==> src/rtl/eight_bit_down_counter_pkg.sv <==
// Shared types and defaults for the reaction-game counters.
package eight_bit_down_counter_pkg;

  localparam int DEFAULT_WIDTH    = 8;
  localparam int DEFAULT_PRESCALE = 1;

  typedef enum logic [1:0] {
    IDLE    = 2'd0,
    RUN     = 2'd1,
    EXPIRED = 2'd2
  } state_t;

  // Prescaler counter width; a divide-by-1 still keeps a 1-bit register.
  function automatic int prescale_width(input int prescale);
    return (prescale > 1) ? $clog2(prescale) : 1;
  endfunction

endpackage

==> src/rtl/eight_bit_down_counter_if.sv <==
// Control/status bundle between the game controller and the down counter.
interface eight_bit_down_counter_if
  import eight_bit_down_counter_pkg::*;
#(
  parameter int WIDTH = DEFAULT_WIDTH
);

  logic             load;
  logic [WIDTH-1:0] load_value;
  logic             enable;
  logic [WIDTH-1:0] count;
  logic             running;
  logic             expired;
  logic             done;

  modport master (
    output load, load_value, enable,
    input  count, running, expired, done
  );

  modport slave (
    input  load, load_value, enable,
    output count, running, expired, done
  );

endinterface

==> src/rtl/eight_bit_down_counter_tick_prescaler.sv <==
// Free-running divide-by-PRESCALE tick generator; freezes while enable is low.
module tick_prescaler
  import eight_bit_down_counter_pkg::*;
#(
  parameter int PRESCALE = DEFAULT_PRESCALE
) (
  input  logic clock,
  input  logic reset,
  input  logic clear,
  input  logic enable,
  output logic tick
);

  localparam int            PW   = prescale_width(PRESCALE);
  localparam logic [PW-1:0] LAST = PW'(PRESCALE - 1);

  logic [PW-1:0] count_reg;
  logic [PW-1:0] count_next;

  always_comb begin
    count_next = count_reg;
    if (clear) begin
      count_next = '0;
    end else if (enable) begin
      count_next = (count_reg == LAST) ? '0 : count_reg + PW'(1);
    end
  end

  // With PRESCALE=1 the register is stuck at 0, so tick follows enable.
  assign tick = enable && (count_reg == LAST);

  always_ff @(posedge clock or posedge reset) begin
    if (reset) begin
      count_reg <= '0;
    end else begin
      count_reg <= count_next;
    end
  end

endmodule

==> src/rtl/eight_bit_down_counter.sv <==
// Loadable down counter with prescaler; flags expiry and pulses done on entry to EXPIRED.
module eight_bit_down_counter
  import eight_bit_down_counter_pkg::*;
#(
  parameter int WIDTH    = DEFAULT_WIDTH,
  parameter int PRESCALE = DEFAULT_PRESCALE
) (
  input logic                    clock,
  input logic                    reset,
  eight_bit_down_counter_if.slave bus
);

  state_t           state_reg;
  state_t           state_next;
  logic [WIDTH-1:0] count_reg;
  logic [WIDTH-1:0] count_next;
  logic             done_reg;
  logic             done_next;
  logic             pre_enable;
  logic             tick;

  assign pre_enable = bus.enable && (state_reg == RUN);

  tick_prescaler #(
    .PRESCALE (PRESCALE)
  ) u_prescaler (
    .clock  (clock),
    .reset  (reset),
    .clear  (bus.load),
    .enable (pre_enable),
    .tick   (tick)
  );

  // Load outranks everything, so a tick coinciding with a load is dropped.
  always_comb begin
    state_next = state_reg;
    count_next = count_reg;
    done_next  = 1'b0;
    if (bus.load) begin
      count_next = bus.load_value;
      if (bus.load_value == '0) begin
        state_next = EXPIRED;
        done_next  = 1'b1;
      end else begin
        state_next = RUN;
      end
    end else begin
      case (state_reg)
        IDLE: begin
        end
        RUN: begin
          if (tick) begin
            count_next = count_reg - WIDTH'(1);
            if (count_reg == WIDTH'(1)) begin
              state_next = EXPIRED;
              done_next  = 1'b1;
            end
          end
        end
        EXPIRED: begin
        end
        default: begin
          state_next = IDLE;
          count_next = '0;
        end
      endcase
    end
  end

  always_ff @(posedge clock or posedge reset) begin
    if (reset) begin
      state_reg <= IDLE;
      count_reg <= '0;
      done_reg  <= 1'b0;
    end else begin
      state_reg <= state_next;
      count_reg <= count_next;
      done_reg  <= done_next;
    end
  end

  assign bus.count   = count_reg;
  assign bus.running = (state_reg == RUN);
  assign bus.expired = (state_reg == EXPIRED);
  assign bus.done    = done_reg;

endmodule

==> src/flat_wrapper.sv <==
// flat-port wrapper written by rule: the top's interface ports become plain ports
module eight_bit_down_counter_flat import eight_bit_down_counter_pkg::*;
#(
  parameter int WIDTH    = DEFAULT_WIDTH,
  parameter int PRESCALE = DEFAULT_PRESCALE
)
  (clock, reset, bus_load, bus_load_value, bus_enable, bus_count, bus_running, bus_expired, bus_done);
  eight_bit_down_counter_if #(.WIDTH(WIDTH)) bus_i ();
  input logic clock;
  input logic reset;
  input wire logic [$bits(bus_i.load)-1:0] bus_load;
  input wire logic [$bits(bus_i.load_value)-1:0] bus_load_value;
  input wire logic [$bits(bus_i.enable)-1:0] bus_enable;
  output wire logic [$bits(bus_i.count)-1:0] bus_count;
  output wire logic [$bits(bus_i.running)-1:0] bus_running;
  output wire logic [$bits(bus_i.expired)-1:0] bus_expired;
  output wire logic [$bits(bus_i.done)-1:0] bus_done;
  assign bus_i.load = bus_load;
  assign bus_i.load_value = bus_load_value;
  assign bus_i.enable = bus_enable;
  assign bus_count = bus_i.count;
  assign bus_running = bus_i.running;
  assign bus_expired = bus_i.expired;
  assign bus_done = bus_i.done;
  eight_bit_down_counter #(.WIDTH(WIDTH), .PRESCALE(PRESCALE)) u_core (.clock(clock), .reset(reset), .bus(bus_i));
endmodule
==> config.mk <==
export PLATFORM = sky130hd
export DESIGN_NAME = eight_bit_down_counter_flat
export DESIGN_NICKNAME = d
export VERILOG_FILES = /design/src/rtl/eight_bit_down_counter_pkg.sv /design/src/rtl/eight_bit_down_counter_if.sv /design/src/rtl/eight_bit_down_counter_tick_prescaler.sv /design/src/rtl/eight_bit_down_counter.sv /design/src/flat_wrapper.sv
export SDC_FILE = /design/constraint.sdc
export NUM_CORES = 1
export LEC_CHECK = 0
export ABC_AREA = 0
export CAP_MARGIN = 10
export CORE_MARGIN = 2
export CORE_UTILIZATION = 48
export DETAILED_ROUTE_END_ITERATION = 6
export GPL_TIMING_DRIVEN = 0
export PLACE_DENSITY = 0.82
export SETUP_SLACK_MARGIN = 0.5
export SLEW_MARGIN = 5
export SYNTH_ARGS = -nofsm -noshare
export SYNTH_HDL_FRONTEND = slang
export SYNTH_SLANG_ARGS = --single-unit
==> constraint.sdc <==
create_clock -name clock -period 2.8 [get_ports clock]
set_input_delay 0.28 -clock clock [delete_from_list [all_inputs] [get_ports clock]]
set_output_delay 0.28 -clock clock [all_outputs]
set_load 0.05 [all_outputs]
# After elaboration in Yosys (flattened, before gate mapping)
# Cells that the tools add are included.
totals:
  romBits: 0
  input_bits: 12
  regBits: 12
  elab_cells: 37
  out_inout_bits: 11
  latchBits: 0
  mem_count: 0
  ramBits: 0
op_classes:
  muxes: 16
  magnitude_cmp: 0
  n_mul: 0
  div: 0
  n_addsub: 2
  n_reduce_logical: 8
  bitwise_logic: 1
  n_shift: 0
  n_eq_ne: 6
ops:
  columns: ["operator", "n"]
  rows:
  - ["8-bit 2-to-1 mux", 2]
  - ["8-bit case mux with 2 select lines", 1]
  - ["8-bit by 1-bit equality test with 1-bit output, second input constant", 1]
  - ["8-bit logical NOT", 1]
  - ["1-bit 2-to-1 mux", 8]
  - ["2-bit 2-to-1 mux", 4]
  - ["8-bit by 1-bit subtractor with 8-bit output, second input constant", 1]
  - ["3-bit by 2-bit != test with 1-bit output, second input constant", 2]
  - ["2-bit case mux with 2 select lines", 1]
  - ["3-bit AND reduction", 1]
  - ["2-bit by 1-bit equality test with 1-bit output, second input constant", 1]
  - ["2-bit equality test, second input constant", 1]
  - ["1-bit logical AND", 2]
  - ["2-bit logical NOT", 1]
  - ["2-bit by 1-bit != test with 1-bit output, second input constant", 1]
  - ["2-bit AND reduction", 1]
  - ["2-bit nonzero test", 1]
  - ["2-bit OR reduction", 1]
  - ["1-bit adder, second input constant", 1]
  - ["1-bit inverter", 1]

# Longest topological paths before layout
logic_depth:
  word_depth: 6
  ltp_mapped: 5
  depth_no_buf: 5

# Modules after synthesis
# Synthesis repeated with hierarchy kept, for this count alone.
unflattened:
  cells_unflattened: 79
  hier_area_um2: 744.5
by_module_without_submodules:
  columns: ["mod", "cells_each", "area_per_inst_um2", "instances", "seq_area_each_um2"]
  rows:
  - ["eight_bit_down_counter", 78, 737.0, 1, 275.3]
  - ["tick_prescaler", 1, 7.5, 1, 0.0]

# Worst setup path before layout
# OpenSTA, ideal clock, no wires.
synth_timing:
  path_type: "register -> register"
  start: "register u_core.count_reg[0] (netlist: u_core.bus.count[0])"
  end: "register u_core.state_reg[0]"
  t_required_ns: 2.681
  t_arrival_ns: 1.497
  slack_ns: 1.184
  stages_incl_launch_ff: 5
  cell_sequence: "dfrtp_1 > ha_1 > nor4bb_1 > a21oi_1 > o21a_1"
synth_via:
  elab_chain_cells: 3
synth_lines:
  columns: ["item", "line", "rtl"]
  rows:
  - ["from (decl)", "eight_bit_down_counter.sv:15", "logic [WIDTH-1:0] count_reg;"]
  - ["from (signal assigned)", "eight_bit_down_counter.sv:77", "count_reg <= count_next;"]
  - ["8-bit by 1-bit equality test with 1-bit output", "eight_bit_down_counter.sv:54", "if (count_reg == WIDTH'(1)) begin"]
  - ["3-bit by 2-bit != test with 1-bit output (no source line)", null, null]
  - ["3-bit AND reduction (no source line)", null, null]
  - ["to (signal assigned)", "eight_bit_down_counter.sv:76", "state_reg <= state_next;"]
  - ["to (decl)", "eight_bit_down_counter.sv:13", "state_t state_reg;"]
# No other way between the ends.
# A chain may end at the register's enable or synchronous reset.

# Worst setup path after layout
layout_timing:
  start: "register u_core.state_reg[1]"
  end: "output port bus_running"
layout_via:
  elab_chain_cells: 1
layout_lines:
  columns: ["item", "line", "rtl"]
  rows:
  - ["2-bit by 1-bit equality test with 1-bit output", "eight_bit_down_counter.sv:83", "assign bus.running = (state_reg == RUN);"]
  - ["to (decl)", "flat_wrapper.sv:15", "output wire logic [$bits(bus_i.running)-1:0] bus_running;"]
# No other way between the ends.

==> impl_metrics.py <==
metrics = {
    "clocking": {
        "cts_made_buffers": 3,
        "h-tree-depth": 1,
        "clock_path_buffers": 2,
        "clkSlewWorstSetupHoldPaths_ps": 70,
        "cts_resized": 0,
        "tritoncts": "yes",
        "hold_buffers": 0,
        "clk_latency_ps": 280,
        "cts_sinks": 11,
        "post_cts_buffers": 0,
        "clock-root-buffer": "clkbuf_4",
    },
    "logic_synthesis": {
        "synth_top_area_frac": 0.380,
        "netlist_area_um2": 724,
        "yosysSeqAreaShare": 0.380,
        "syn_nets": 92,
        "async_reset_ff_frac": 1.00,
        "synth_cell_types": 37,
        "ys_warn_count": 0,
        "netlist_instances": 78,
        "avgSynthCellArea_um2": 9.29,
        "synth_most_common_cell": "dfrtp_1",
        "synth_edf_count": 0,
        "synth_seq_cells": 11,
        "synthTopCellsByCount": "dfrtp_1 (11), inv_1 (6), nand2_1 (5)",
        "synth_top_area_cell": "dfrtp_1",
        "synthFlopType": "dfrtp_1",
        "synth_area_leaders": "dfrtp_1 (38%), nor4bb_1 (4.1%), ha_1 (3.5%)",
    },
    "power_and_ir_drop": {
        "p_leak_nw": 0.387,
        "clkPwrFrac": 0.218,
        "power.internal_mw": 0.311,
        "peakVddDrop_mv": 0.274,
        "switchingPower_mw": 0.207,
        "seqPwrFrac": 0.398,
        "powerDensity_mw_per_mm2": 522,
        "swShare": 0.399,
        "power_mw": 0.517,
        "comb_power_share": 0.384,
    },
    "global_route": {
        "gr-total-overflow": 0,
        "grt_first_pass_wirelength_um": 3280,
        "antenna_found_initial": 0,
        "grt_usage": 0.246,
        "grt_max_degree": 12,
        "grt_pass1_vias": 728,
    },
    "drt": {
        "drc": 0,
        "wl_um": 1990,
        "vias_per_cell": 6.40,
        "first_pass_iters": 6,
        "vias": 768,
        "detail_route.wl_per_cell_um": 16.5,
        "dr.first_iter.drc_count": 38,
        "ant_nets": 0,
    },
    "status": {
        "status": "complete, no violations",
    },
    "timing": {
        "fin_setup_tns_ps": 0,
        "fin_crit_ps": 2170,
        "slew_violations": 0,
        "fmax_mhz": 461,
        "hold_viol_final": 0,
        "rsz0062_at_grt": "no",
        "maxSlewHeadroom": 0.533,
        "worst_slew_pin_slew_ps": 694,
        "finalSetupViolCount": 0,
        "period_share": 0.774,
        "skew_ps": 2.93,
    },
    "setup_path": {
        "crit_path_end_kind": "output pin",
        "worstPathMaxFanout": 9,
        "critPathBufInv": 2,
        "critPathSlowestCell": "clkdlybuf4s50_1",
        "critical_path_class": "reg -> out",
        "max_stage_delay_ps": 790,
        "worstPathArrival_ps": 1890,
        "path_cells": "nand2b_1 -> inv_1 -> clkdlybuf4s50_1",
        "crit_required_ps": 2520,
        "rrSetupSlack_ps": 1210,
        "cp_top_family": "buffers and inverters",
        "start_kind": "register",
    },
    "run": {
        "drv_cap": 0,
    },
    "layout": {
        "fin_nets": 119,
        "drive_above_1_share": 0.0673,
        "syn_to_final_growth_pct": 36.8,
        "diodes": 0,
        "instances_no_fill": 120,
        "largest_reg_flops": 8,
    },
    "floorplanning": {
        "rows": 14,
        "ios": 23,
        "die_h_um": 42.9,
        "core_area_mm2": 0.00145,
        "fp.dieW_um": 42.9,
        "initial_core_util": 0.498,
        "dieArea_mm2": 0.00184,
    },
    "placed_design": {
        "place.gp.congestion": 0.876,
        "io_buffers": 22,
        "dp_cells": 116,
        "dp_hpwl_um": 1430,
    },
    "min_path": {
        "hp-class": "in -> async",
    },
}
-- stage by stage --
stage / setup WS (ps) / instance area, um^2 / utilization / hold WS [ps]
floorplan: 1180 / 724 / - / 132
global placement: 941 / 965 / 0.664 / 589
detailed placement: 945 / 965 / 0.664 / 594
CTS: 631 / 991 / 0.682 / 314
global route: 576 / 991 / 0.682 / 341
finish: 632 / 991 / 0.682 / 297
-- path summary, 6_finish.rpt --
| path | cells after the start | from | to |
|---|---|---|---|
| max | 3 | u_core.state_reg[1]$_DFFE_PP0P_ | bus_running |
| min | 2 | reset | u_core.bus.count[3]$_DFFE_PP0P_ |
| max reg2reg | 3 | u_core.bus.count[3]$_DFFE_PP0P_ | u_core.state_reg[1]$_DFFE_PP0P_ |
| min reg2reg | 2 | u_core.bus.count[5]$_DFFE_PP0P_ | u_core.bus.count[5]$_DFFE_PP0P_ |
| max in group asynchronous | 2 | reset | u_core.bus.count[0]$_DFFE_PP0P_ |
| min in group clock | 3 | bus_load_value[1] | u_core.bus.count[1]$_DFFE_PP0P_ |
-- placed cells by master (no fill, tap or decap), types with 2 or more instances in the layout --
cell type	Yosys	routed
nand2b_1	4	4
o311ai_1	2	2
nor2_1	2	2
dfrtp_1	11	11
nor4b_1	2	2
clkdlybuf4s50_1	0	22
inv_1	6	6
nor4bb_1	3	3
nor4_1	2	2
clkbuf_1	1	2
nand3_1	4	4
nor3b_1	2	2
o21ai_1	3	3
a31oi_1	2	2
a21oi_1	3	3
clkbuf_4	0	3
ha_1	2	2
o21a_1	3	3
nand2_1	5	5
o21ai_0	2	2
-- final cells by class --
type / count / area (um^2)
inverters: 6 / 22.5
multi-input cells: 59 / 418
plain buffers: 2 / 8.76
fillers: 117 / 463
repair buffers: 22 / 220
clock buffers: 4 / 26.3
flip-flops and latches: 11 / 275
well taps: 16 / 20.0
-- routing by layer --
metal  global-route usage  routed length, um  up-vias
met2                0.385                936       43
met3               0.0851                195        4
met4                0.106                 30        0
met1                0.304                822      365
met5                    0                  0        -
li1                     -                  -      356
-- logic make-up after synthesis --
logic type | count (synthesis) | share of synthesized area
DFF | 11 | 0.380
adders and majority gates | 2 | 0.0345
AOI/OAI and AO/OA | 24 | 0.237
buffers and inverters | 8 | 0.0432
and+or+nand+nor | 33 | 0.306
-- power by group through the flow --
| stage | combinational (mW) | sequential [mW] | clock (mW) |
|---|---|---|---|
| 5_1_grt | 0.210 | 0.209 | 0.119 |
| 6_report | 0.199 | 0.206 | 0.113 |
| 4_1_cts | 0.198 | 0.205 | 0.114 |
| 3_5_place_dp | 0.197 | 0.207 | 0 |
| 2_1_floorplan | 0.0665 | 0.264 | 0 |
| 3_3_place_gp | 0.195 | 0.207 | 0 |
(Power assumes the default switching activity.)
